--- src/rtl/regfile_write_arbiter.sv ---
// Round-robin arbiter that shares the register file write port between the ALU (A) and load (B) writeback.
// The winning write is registered into the output stage; writes to register 0 are consumed but dropped.
module regfile_write_arbiter #(
  parameter int DATA_WIDTH = 32,
  parameter int ADDR_WIDTH = 5,
  parameter int CNT_WIDTH  = 16
) (
  input  logic                  Clk,
  input  logic                  Reset,
  input  logic                  Stall,
  input  logic                  AReq,
  input  logic [ADDR_WIDTH-1:0] AAddr,
  input  logic [DATA_WIDTH-1:0] AData,
  output logic                  AGrant,
  input  logic                  BReq,
  input  logic [ADDR_WIDTH-1:0] BAddr,
  input  logic [DATA_WIDTH-1:0] BData,
  output logic                  BGrant,
  output logic                  RegWrite,
  output logic [ADDR_WIDTH-1:0] WriteRegister,
  output logic [DATA_WIDTH-1:0] WriteData,
  output logic [CNT_WIDTH-1:0]  WriteCount
);

  typedef enum logic {
    PORT_A = 1'b0,
    PORT_B = 1'b1
  } port_e;

  localparam logic [CNT_WIDTH-1:0] CNT_ONE = CNT_WIDTH'(1);
  localparam logic [CNT_WIDTH-1:0] CNT_MAX = '1;

  port_e                 lastPort;
  logic                  anyGrant;
  logic [ADDR_WIDTH-1:0] winAddr;
  logic [DATA_WIDTH-1:0] winData;

  // On a tie the port that did not win last time is served, so neither side starves
  always_comb begin
    AGrant = 1'b0;
    BGrant = 1'b0;
    if (!Reset && !Stall) begin
      if (AReq && BReq) begin
        AGrant = (lastPort == PORT_B);
        BGrant = (lastPort == PORT_A);
      end else begin
        AGrant = AReq;
        BGrant = BReq;
      end
    end
  end

  assign anyGrant = AGrant | BGrant;
  assign winAddr  = AGrant ? AAddr : BAddr;
  assign winData  = AGrant ? AData : BData;

  // A register-0 transfer still moves the pointer but leaves the output stage and count untouched
  always_ff @(posedge Clk) begin
    if (Reset) begin
      lastPort      <= PORT_B;
      RegWrite      <= 1'b0;
      WriteRegister <= '0;
      WriteData     <= '0;
      WriteCount    <= '0;
    end else begin
      RegWrite <= 1'b0;
      if (anyGrant) begin
        lastPort <= AGrant ? PORT_A : PORT_B;
        if (winAddr != '0) begin
          RegWrite      <= 1'b1;
          WriteRegister <= winAddr;
          WriteData     <= winData;
          if (WriteCount != CNT_MAX) begin
            WriteCount <= WriteCount + CNT_ONE;
          end
        end
      end
    end
  end

endmodule
--- config.mk ---
export PLATFORM = sky130hd
export DESIGN_NAME = regfile_write_arbiter
export DESIGN_NICKNAME = d
export VERILOG_FILES = /design/src/rtl/regfile_write_arbiter.sv
export SDC_FILE = /design/constraint.sdc
export NUM_CORES = 1
export LEC_CHECK = 0
export BUFFER_PORTS_ARGS = -buffer_cell sky130_fd_sc_hd__buf_4
export CAP_MARGIN = 30
export CORE_MARGIN = 5
export CORE_UTILIZATION = 50
export CTS_CLUSTER_DIAMETER = 120
export DETAILED_ROUTE_END_ITERATION = 10
export GPL_ROUTABILITY_DRIVEN = 0
export PLACE_DENSITY = 0.86
export RECOVER_POWER = 100
export SKIP_CTS_REPAIR_TIMING = 1
export SLEW_MARGIN = 20
export SYNTH_ARGS = -nofsm -noshare
export SYNTH_HDL_FRONTEND = slang
export SYNTH_SLANG_ARGS = --single-unit
--- constraint.sdc ---
create_clock -name Clk -period 3.6 [get_ports Clk]
set_clock_uncertainty 0.1 [all_clocks]
set_input_delay 0.18 -clock Clk [delete_from_list [all_inputs] [get_ports Clk]]
set_output_delay 0.18 -clock Clk [all_outputs]
set_load 0.01 [all_outputs]
==> results of run 1 <==
metrics by stage:
stage / setup slack [ns] / total power, mW / std cells / utilization, % / hold slack (ns)
after global routing: 0.378 / 1.36 / 508 / 67.1 / 0.0461
final: 0.595 / 1.30 / 508 / 67.1 / 0.0456
after floorplan: 1.70 / 0.804 / 312 / - / 0.219
after CTS: 0.886 / 1.34 / 507 / 71.3 / -0.00190
after detailed placement: 0.777 / 0.936 / 499 / 69.2 / 0.330
after global placement: 0.864 / 0.930 / 499 / 69.2 / 0.334
synth_stat cells:
cell type / number / area share, %
sky130_fd_sc_hd__o31ai_1: 5 / 1.4
sky130_fd_sc_hd__buf_4: 1 / 0.27
sky130_fd_sc_hd__o311ai_0: 5 / 1.6
sky130_fd_sc_hd__nand4_1: 3 / 0.68
sky130_fd_sc_hd__nor4bb_1: 1 / 0.36
sky130_fd_sc_hd__nand2_1: 78 / 11
sky130_fd_sc_hd__a311o_2: 1 / 0.41
sky130_fd_sc_hd__nor3_1: 2 / 0.36
sky130_fd_sc_hd__o21ai_0: 4 / 0.72
sky130_fd_sc_hd__nor2b_1: 2 / 0.45
sky130_fd_sc_hd__inv_1: 3 / 0.41
sky130_fd_sc_hd__nand3_1: 7 / 1.3
sky130_fd_sc_hd__a21oi_1: 8 / 1.4
sky130_fd_sc_hd__buf_2: 6 / 1.1
sky130_fd_sc_hd__clkbuf_1: 11 / 1.5
sky130_fd_sc_hd__a311oi_1: 1 / 0.32
sky130_fd_sc_hd__mux2_2: 2 / 0.81
sky130_fd_sc_hd__or4_1: 5 / 1.4
sky130_fd_sc_hd__nor2_1: 41 / 5.6
sky130_fd_sc_hd__nor4_1: 2 / 0.45
sky130_fd_sc_hd__mux2i_1: 4 / 1.4
sky130_fd_sc_hd__nand4b_1: 1 / 0.32
sky130_fd_sc_hd__and2_1: 1 / 0.23
sky130_fd_sc_hd__a311oi_2: 34 / 18
sky130_fd_sc_hd__o211ai_1: 1 / 0.27
sky130_fd_sc_hd__a221o_1: 1 / 0.36
sky130_fd_sc_hd__buf_1: 1 / 0.14
sky130_fd_sc_hd__inv_2: 2 / 0.27
sky130_fd_sc_hd__o41ai_1: 6 / 1.9
sky130_fd_sc_hd__nor2_4: 1 / 0.41
sky130_fd_sc_hd__and3_1: 3 / 0.68
sky130_fd_sc_hd__buf_6: 5 / 2.0
sky130_fd_sc_hd__or3_1: 1 / 0.23
sky130_fd_sc_hd__nand3b_1: 1 / 0.27
sky130_fd_sc_hd__and4_1: 1 / 0.32
sky130_fd_sc_hd__nand2b_1: 2 / 0.45
sky130_fd_sc_hd__dfxtp_1: 55 / 40
sky130_fd_sc_hd__o2bb2ai_1: 3 / 0.95
sky130_fd_sc_hd__ha_1: 1 / 0.45
power by group:
| group | switching (mW) | total, mW | internal [mW] |
|---|---|---|---|
| clock | 0.200 | 0.407 | 0.207 |
| sequential | 0.0158 | 0.654 | 0.638 |
| combinational | 0.127 | 0.239 | 0.112 |
| total | 0.343 | 1.30 | 0.957 |
routing by layer:
metal | part of all wire (%) | track usage, %
met2 | 46 | 33.4
met5 | 0 | 0
met3 | 10 | 8.73
met1 | 42 | 26.3
met4 | 1.7 | 5.18
worst min path at each step:
stage / start / end / slack [ns] / cells past startpoint
after floorplan: BReq / lastPort / 0.22 / 1
after global placement: BReq / lastPort / 0.33 / 2
after detailed placement: BReq / lastPort / 0.33 / 2
after CTS: BReq / lastPort / -0.002 / 2
after global routing: BData[1] / WriteData[1] / 0.05 / 3
final: AData[14] / WriteData[14] / 0.05 / 3
tightest hold or removal path, cell delays in order:
cell and delay, ns:
sky130_fd_sc_hd__buf_4 0.11, sky130_fd_sc_hd__nand2_1 0.05, sky130_fd_sc_hd__a311oi_1 0.08
flip-flops by register name, summed over array words and instances (netlist names):
name and flops:
WriteData 32, WriteCount 16, WriteRegister 5, RegWrite 1, lastPort 1
logic make-up (layout without fill, tap and decap cells):
kind of cell | after synthesis | count (layout)
AO/OA/AOI/OAI | 69 | 69
adder cells (fa/ha/maj) | 1 | 1
buffers and inverters | 29 | 153
flip-flops | 55 | 55
multiplexers | 6 | 6
AND/OR/NAND/NOR | 152 | 152
layout make-up:
cell class	instances	area, um^2	share of cell area, %
clock buffers	5	68.8	1.89
clock inverters	3	43.8	1.20
inverters	5	18.8	0.515
multi-input cells	228	1490	40.7
flip-flops and latches	55	1100	30.2
well taps	72	90.1	2.47
repair buffers	140	840	23.0
==> impl_metrics.toml, run 1 <==
[critical_path]
criticalPathCategory = "in2reg"
worstReg2RegEnd = "WriteData[2]"
timing.reg2reg.setup_slack_ns = 0.74
length_in_cells_of_the_worst_reg_to_reg_path = 8
worst-path-max-fanout = 62
critPathCapture = "WriteRegister[3]"
worst-path-buf-inv = 4
worstPathRequired_ns = 3.73
slowest_delay_ns = 0.76
timing.critical_path.depth = 8
start_kind = "input pin"
crit_path_end_kind = "flop"
path_cells = "dlygate4sd3_1 -> clkbuf_1 -> o21ai_0 -> a311o_1 -> inv_2 -> buf_4 -> nor2_1 -> o2bb2ai_1"
critical_path.startpoint = "BReq"
worst_r2r_start = "lastPort"
timing.critical_path.slowest_stage_cell = "sky130_fd_sc_hd__a311o_1"
critPathArrivalTime_ns = 3.14
critPathTopFamily = "buffers and inverters"

[outcome]
run_status = "finished, violations left"
failing_checks = "capacitance limit, slew limit"

[sta]
max_clock_freq_mhz = 333
max-slew-margin-rel_pct = -5.36
hold_violations = 0
final-max-slew-violation-count = 36
fin_tns_setup_ns = 0
rsz_0062_raised_after_global_routing = "false"
layout_worst_path_cycle_share_pct = 83.5
finalSetupViolations = 0
worst_pin_slew_ns = 1.58
timing.final.crit_period_ns = 3.00

[pwr]
vdd_drop_max_uv = 221
p_leak_nw = 1.38
power_density_mw_per_mm2 = 356

[global_routing]
first_global_vias = 2647
grt_first_pass_wirelength_um = 12400
antenna_found_initial = 0
grtUsageTotal_pct = 20.9
largest_net_degree_at_the_start_of_global_routing = 63
overflow_left_after_global_routing = 0

[run]
cap_viol_max_count = 1

[die]
die_h_um = 84.4
chipWidth_um = 84.4
rows = 27
initial_core_util_pct = 50.8
design.portCount = 135
core_area_mm2 = 0.00544
die-area_mm2 = 0.00712

[routing]
remaining_drc_errors = 0
drt.antenna.violating_nets = 0
dr.first_iter.drc_count = 139
routed_wire_length_per_instance_um = 15.4
num_vias = 2806
via_per_inst = 5.52
dr.pass1.iters = 4
wl_um = 7800

[clocking]
clock_sink_count = 55
cts.path.max_buffers = 2
insertion_delay_ns = 0.31
htree_num_levels = 2
path_clk_slew_ns = 0.10
cts-root-buf = "sky130_fd_sc_hd__clkbuf_8"
cts_made_buffers = 5
tritoncts = "done"

[synth]
synthXorXnorAreaFrac_pct = 0
yosys_synthesis_warning_count = 0
post_synth_num_cell_types = 39
synth_cells = 312
synthSimpleGateAreaFrac_pct = 24.0
synth_nets = 392
synth-compound-area-share_pct = 27.8
synth.avg_cell_area_um2 = 8.86
synth-seq-cells = 55
synth-adder-area-share_pct = 0.452
synth_top_family_by_area = "compound AO/OA/AOI/OAI gates"
multiplexer_share_of_the_synthesized_area_pct = 2.26
register_area_share_after_synthesis_pct = 39.8
syn-cell-area_mm2 = 0.00277

[final_layout]
num_antenna_cells = 0
layout.cells.most_common_list = "sky130_fd_sc_hd__buf_4 (82), sky130_fd_sc_hd__nand2_1 (78), sky130_fd_sc_hd__clkbuf_1 (57), sky130_fd_sc_hd__dfxtp_1 (55), sky130_fd_sc_hd__nor2_1 (42)"
finish.net_count = 515
final_common_cell = "sky130_fd_sc_hd__buf_4"
final_layout_size_suffix_gt1_share_pct = 28.7
final.fill_count = 496
finish.instance_area_mm2 = 0.00365
synthToLayoutAreaGrowth_pct = 31.9

[placed_design]
detailedPlacementHpwl_um = 5860
placement.cell_area_mm2 = 0.00377
io_buffers = 134

[min_path]
hold_path.class = "in2reg"
(Power assumes the default switching activity.)
==> run 2: changes to the inputs <==
--- a/config.mk
+++ b/config.mk
@@ -8,11 +8,11 @@
 export BUFFER_PORTS_ARGS = -buffer_cell sky130_fd_sc_hd__buf_4
 export CAP_MARGIN = 30
 export CORE_MARGIN = 5
-export CORE_UTILIZATION = 50
+export CORE_UTILIZATION = 46
 export CTS_CLUSTER_DIAMETER = 120
 export DETAILED_ROUTE_END_ITERATION = 10
 export GPL_ROUTABILITY_DRIVEN = 0
-export PLACE_DENSITY = 0.86
+export PLACE_DENSITY = 0.8
 export RECOVER_POWER = 100
 export SKIP_CTS_REPAIR_TIMING = 1
 export SLEW_MARGIN = 20
==> constraint.sdc (replaced) <==
create_clock -name Clk -period 2.85 [get_ports Clk]
set_clock_uncertainty 0.1 [all_clocks]
set_input_delay 0.1425 -clock Clk [delete_from_list [all_inputs] [get_ports Clk]]
set_output_delay 0.1425 -clock Clk [all_outputs]
set_load 0.01 [all_outputs]
==> run 2 against run 1 <==
The flow now finishes without violations. Combinational power is 30% higher. Non-clock buffer count is 1 higher. Clock-buffer cell count is 1 higher. Critical path depth is 1 lower. Total power is 18% higher. Worst setup slack worse by 0.12 ns. Worst hold slack worse by 0.028 ns. Sequential power is 27% higher. Clock power is 2% lower. Register-to-register slack worse by 0.26 ns. Die area is 7.6% higher. Largest cell class unchanged.
==> impl_metrics.toml, run 2 (same netlist as run 1, synthesis figures left out) <==
[outcome]
run_status = "complete, no violations"

[routing]
via_per_inst = 5.57
wl_um = 8200
drt.antenna.violating_nets = 0
dr.pass1.iters = 4
num_vias = 2839
dr.first_iter.drc_count = 145
remaining_drc_errors = 0
routed_wire_length_per_instance_um = 16.1

[placed_design]
placement.cell_area_mm2 = 0.00381
placed_cells_incl_taps = 504
detailedPlacementHpwl_um = 6210
io_buffers = 134
pre_cts_ws_ns = 0.410

[sta]
worst_pin_slew_ns = 0.717
finalSetupViolations = 0
rsz_0062_raised_after_global_routing = "false"
max-slew-margin-rel_pct = 52.2
layout_worst_path_cycle_share_pct = 83.2
hold_violations = 0
final-max-slew-violation-count = 0
timing.final.crit_period_ns = 2.37
fin_tns_setup_ns = 0
max_clock_freq_mhz = 422
hold-worst-slack_ns = 0.0176
postLayoutSetupSlackWorst_ns = 0.478

[global_routing]
largest_net_degree_at_the_start_of_global_routing = 50
grt_first_pass_wirelength_um = 13100
first_global_vias = 2811
overflow_left_after_global_routing = 0
antenna_found_initial = 0
grtUsageTotal_pct = 21.4

[clocking]
cts-root-buf = "sky130_fd_sc_hd__clkbuf_8"
tritoncts = "done"
path_clk_slew_ns = 0.09
htree_num_levels = 2
clock_sink_count = 55
cts.path.max_buffers = 2
cts_made_buffers = 5
insertion_delay_ns = 0.29

[pwr]
power.share.sequential_pct = 53.9
p_leak_nw = 1.39
power.clock.fraction_pct = 25.8
p_switching_mw = 0.417
power_density_mw_per_mm2 = 420
netSwitchingFraction_pct = 27.1
vdd_drop_max_uv = 215
cell_internal_pwr_mw = 1.12
finalPower_mw = 1.53
combPwrFrac_pct = 20.2

[critical_path]
critPathTopFamily = "compound AO/OA/AOI/OAI gates"
path_cells = "nand2b_1 -> a311oi_1 -> a311o_2 -> inv_1 -> buf_4 -> nor2_1 -> a311oi_1"
criticalPathCategory = "reg2reg"
worstPathRequired_ns = 2.95
slowest_delay_ns = 0.55
worst-path-buf-inv = 2
critPathArrivalTime_ns = 2.47
timing.reg2reg.setup_slack_ns = 0.48
critical_path.most_common_cell = "sky130_fd_sc_hd__a311oi_1"
start_kind = "flop"
worst-path-max-fanout = 26
timing.critical_path.slowest_stage_cell = "sky130_fd_sc_hd__a311o_2"
crit_path_end_kind = "flop"

[final_layout]
final_layout_size_suffix_gt1_share_pct = 29.4
layout.cells.most_common_list = "sky130_fd_sc_hd__buf_4 (83), sky130_fd_sc_hd__nand2_1 (78), sky130_fd_sc_hd__clkbuf_1 (56), sky130_fd_sc_hd__dfxtp_1 (55), sky130_fd_sc_hd__nor2_1 (42)"
finish.instance_area_mm2 = 0.00365
reg_top3 = "WriteData (32), WriteCount (16), WriteRegister (5)"
finish.net_count = 516
largest_register_ff_count = 32
post-route-util_pct = 62.1
final_common_cell = "sky130_fd_sc_hd__buf_4"
num_antenna_cells = 0
largest_register = "WriteData"
synthToLayoutAreaGrowth_pct = 32.1
final.fill_count = 569
layoutNonFillerInstCount = 510

[die]
core_area_mm2 = 0.00589
design.portCount = 135
initial_core_util_pct = 47.0
rows = 28
die_h_um = 87.5
die-area_mm2 = 0.00766
chipWidth_um = 87.5

[min_path]
hold_path.class = "in2reg"

[run]
cap_viol_max_count = 0
-- run 2: layer usage --
layer / track usage, % / share of wire, % / vias up
met1: 26.0 / 40 / 1335
met4: 5.86 / 1.5 / 0
met3: 8.37 / 10 / 12
li1: - / - / 1381
met5: 0 / 0 / -
met2: 35.3 / 49 / 111
-- run 2: cell type report --
type | instances | area (um^2) | share of cell area [%]
Tap cell | 75 | 93.8 | 2.57
Sequential cell | 55 | 1100 | 30.1
Clock buffer | 6 | 72.6 | 1.99
Timing Repair Buffer | 141 | 875 | 23.9
Multi-Input combinational cell | 228 | 1490 | 40.9
Inverter | 5 | 18.8 | 0.514
-- run 2: worst paths after layout --
| check | startpoint | end | depth (start not counted) |
|---|---|---|---|
| min | BReq | lastPort | 2 |
| max | lastPort | WriteData[0] | 7 |
| max reg2reg | lastPort | WriteData[0] | 7 |
| min reg2reg | WriteRegister[0] | WriteRegister[0] | 1 |
-- run 2: power groups by stage --
stage / Sequential (mW) / Combinational (mW) / Clock, mW
after floorplan: 0.861 / 0.156 / 0
after global placement: 0.844 / 0.338 / 0
after detailed placement: 0.846 / 0.345 / 0
after CTS: 0.829 / 0.346 / 0.409
after global routing: 0.833 / 0.339 / 0.442
final: 0.828 / 0.310 / 0.397
-- run 2: worst register-to-register path: stages (launching register included) --
cell	delay [ns]
sky130_fd_sc_hd__dfxtp_1	0.38
sky130_fd_sc_hd__nand2b_1	0.14
sky130_fd_sc_hd__a311oi_1	0.09
sky130_fd_sc_hd__a311o_2	0.55
sky130_fd_sc_hd__inv_1	0.33
sky130_fd_sc_hd__buf_4	0.33
sky130_fd_sc_hd__nor2_1	0.07
sky130_fd_sc_hd__a311oi_1	0.28
==> run 3: changes to the inputs <==
--- a/config.mk
+++ b/config.mk
@@ -8,11 +8,11 @@
 export BUFFER_PORTS_ARGS = -buffer_cell sky130_fd_sc_hd__buf_4
 export CAP_MARGIN = 30
 export CORE_MARGIN = 5
-export CORE_UTILIZATION = 46
+export CORE_UTILIZATION = 42
 export CTS_CLUSTER_DIAMETER = 120
 export DETAILED_ROUTE_END_ITERATION = 10
 export GPL_ROUTABILITY_DRIVEN = 0
-export PLACE_DENSITY = 0.8
+export PLACE_DENSITY = 0.77
 export RECOVER_POWER = 100
 export SKIP_CTS_REPAIR_TIMING = 1
 export SLEW_MARGIN = 20
==> constraint.sdc (replaced) <==
create_clock -name Clk -period 1.9 [get_ports Clk]
set_clock_uncertainty 0.1 [all_clocks]
set_input_delay 0.095 -clock Clk [delete_from_list [all_inputs] [get_ports Clk]]
set_output_delay 0.095 -clock Clk [all_outputs]
set_load 0.01 [all_outputs]
==> run 3 against run 2 <==
The run now ends with hold timing, setup timing left. Worst setup slack worse by 0.55 ns. Cell count up 14%. Clock-buffer cell count up 2. Wire length up 25%. Combinational power up 100%. Global-route usage down 2.9 points. Sequential power up 50%. First-iteration DRC count up 47%. Largest power group unchanged.
==> impl_metrics.toml, run 3 (same netlist as run 1, synthesis figures left out) <==
[routing]
drt.antenna.violating_nets = 0
dr.first_iter.drc_count = 213
dr.pass1.iters = 4
routed_wire_length_per_instance_um = 17.6
remaining_drc_errors = 0
num_vias = 3248
via_per_inst = 5.58
wl_um = 10200

[critical_path]
timing.critical_path.slowest_stage_cell = "sky130_fd_sc_hd__a311o_2"
timing.reg2reg.setup_slack_ns = -0.07
worst-path-buf-inv = 2
criticalPathCategory = "reg2reg"
worstPathRequired_ns = 1.99
path_cells = "nand2b_4 -> nand3_2 -> inv_2 -> a311o_2 -> buf_6 -> nor3_4 -> mux2_4"
length_in_cells_of_the_worst_reg_to_reg_path = 7
start_kind = "flop"
worst-path-max-fanout = 5
timing.critical_path.depth = 7
slowest_delay_ns = 0.47
critPathTopFamily = "compound AO/OA/AOI/OAI gates"
critPathArrivalTime_ns = 2.06
crit_path_end_kind = "flop"

[sta]
hold_violations = 4
layout_worst_path_cycle_share_pct = 104
rsz_0062_raised_after_global_routing = "true"
worst_pin_slew_ns = 0.758
fin_tns_setup_ns = -0.234
final-max-slew-violation-count = 0
timing.final.crit_period_ns = 1.97
max_clock_freq_mhz = 508
hold-worst-slack_ns = -0.0156
postLayoutSetupSlackWorst_ns = -0.0680
max-slew-margin-rel_pct = 49.5
finalSetupViolations = 8

[pwr]
p_leak_nw = 1.83
finalPower_mw = 2.57
vdd_drop_max_uv = 366
power_density_mw_per_mm2 = 557

[outcome]
failing_checks = "hold timing, setup timing"
run_status = "finished, violations left"

[global_routing]
largest_net_degree_at_the_start_of_global_routing = 50
overflow_left_after_global_routing = 0
grtUsageTotal_pct = 18.5
grt_first_pass_wirelength_um = 13000
first_global_vias = 2720
antenna_found_initial = 0

[die]
initial_core_util_pct = 43.3
design.portCount = 135
chipWidth_um = 91.1
core_area_mm2 = 0.00639
rows = 29
die_h_um = 91.1
die-area_mm2 = 0.00831

[placed_design]
pre_cts_ws_ns = -0.172
detailedPlacementHpwl_um = 6310
io_buffers = 134
placement.cell_area_mm2 = 0.00391

[clocking]
clock_sink_count = 55
path_clk_slew_ns = 0.09
tritoncts = "done"
htree_num_levels = 2
insertion_delay_ns = 0.30
cts.path.max_buffers = 2
cts-root-buf = "sky130_fd_sc_hd__clkbuf_8"
cts_made_buffers = 5

[final_layout]
largest_register_ff_count = 32
final_layout_size_suffix_gt1_share_pct = 38.6
final.fill_count = 488
synthToLayoutAreaGrowth_pct = 66.7
largest_register = "WriteData"
num_antenna_cells = 0
layout.cells.most_common_list = "sky130_fd_sc_hd__buf_4 (113), sky130_fd_sc_hd__nand2_1 (78), sky130_fd_sc_hd__dfxtp_1 (53), sky130_fd_sc_hd__dlygate4sd3_1 (49), sky130_fd_sc_hd__clkbuf_1 (39)"
finish.instance_area_mm2 = 0.00461
final_common_cell = "sky130_fd_sc_hd__buf_4"
post-route-util_pct = 72.2
reg_top3 = "WriteData (32), WriteCount (16), WriteRegister (5)"
finish.net_count = 584

[min_path]
hold_path.class = "in2reg"
holdPathStages = 3

[run]
cap_viol_max_count = 0
run 3: cell count changes in the layout (fill, tap and decap cells not counted), sizes merged:
cell | previous run | this run
dlygate4sd3 | 0 | 49
buf | 85 | 119
clkbuf | 62 | 48
a311o | 1 | 2
clkinv | 0 | 1
inv | 5 | 4
run 3: worst register-to-register path, cell delays in order (launching register included):
cell	delay, ns
sky130_fd_sc_hd__dfxtp_2	0.34
sky130_fd_sc_hd__nand2b_4	0.15
sky130_fd_sc_hd__nand3_2	0.09
sky130_fd_sc_hd__inv_2	0.05
sky130_fd_sc_hd__a311o_2	0.47
sky130_fd_sc_hd__buf_6	0.18
sky130_fd_sc_hd__nor3_4	0.18
sky130_fd_sc_hd__mux2_4	0.31
run 3: final cells by class:
class / count / area, um^2 / area share (%)
tap: 77 / 96.3 / 2.09
clock buffer: 8 / 100 / 2.17
timing repair buffer: 208 / 1630 / 35.3
multi-input combinational: 229 / 1660 / 36.0
sequential: 55 / 1100 / 23.9
inverter: 5 / 23.8 / 0.516
run 3: path summary, 6_finish.rpt:
check,from,endpoint
setup / recovery,lastPort,WriteCount[13]
hold reg to reg,WriteRegister[1],WriteRegister[1]
hold / removal,AData[5],WriteData[5]
setup reg to reg,lastPort,WriteCount[13]
run 3: power breakdown:
group / internal (mW) / total, mW / switching, mW
registers: 1.21 / 1.24 / 0.0351
clock network: 0.334 / 0.695 / 0.362
logic: 0.324 / 0.625 / 0.301
run 3: layer usage:
layer  wire length [um]  GRT usage, %  up-vias
met2               4990          28.8      169
met3                989          7.77       14
li1                   -             -     1529
met4                146          3.55        0
met5                  0             0        -
met1               4090          24.1     1536
run 3: through the flow:
step                hold slack [ns]  std cells
finish                      -0.0156        582
detailed placement            0.269        521
global placement              0.266        521
floorplan                     0.134        312
global route                0.00341        582
CTS                         -0.0546        529
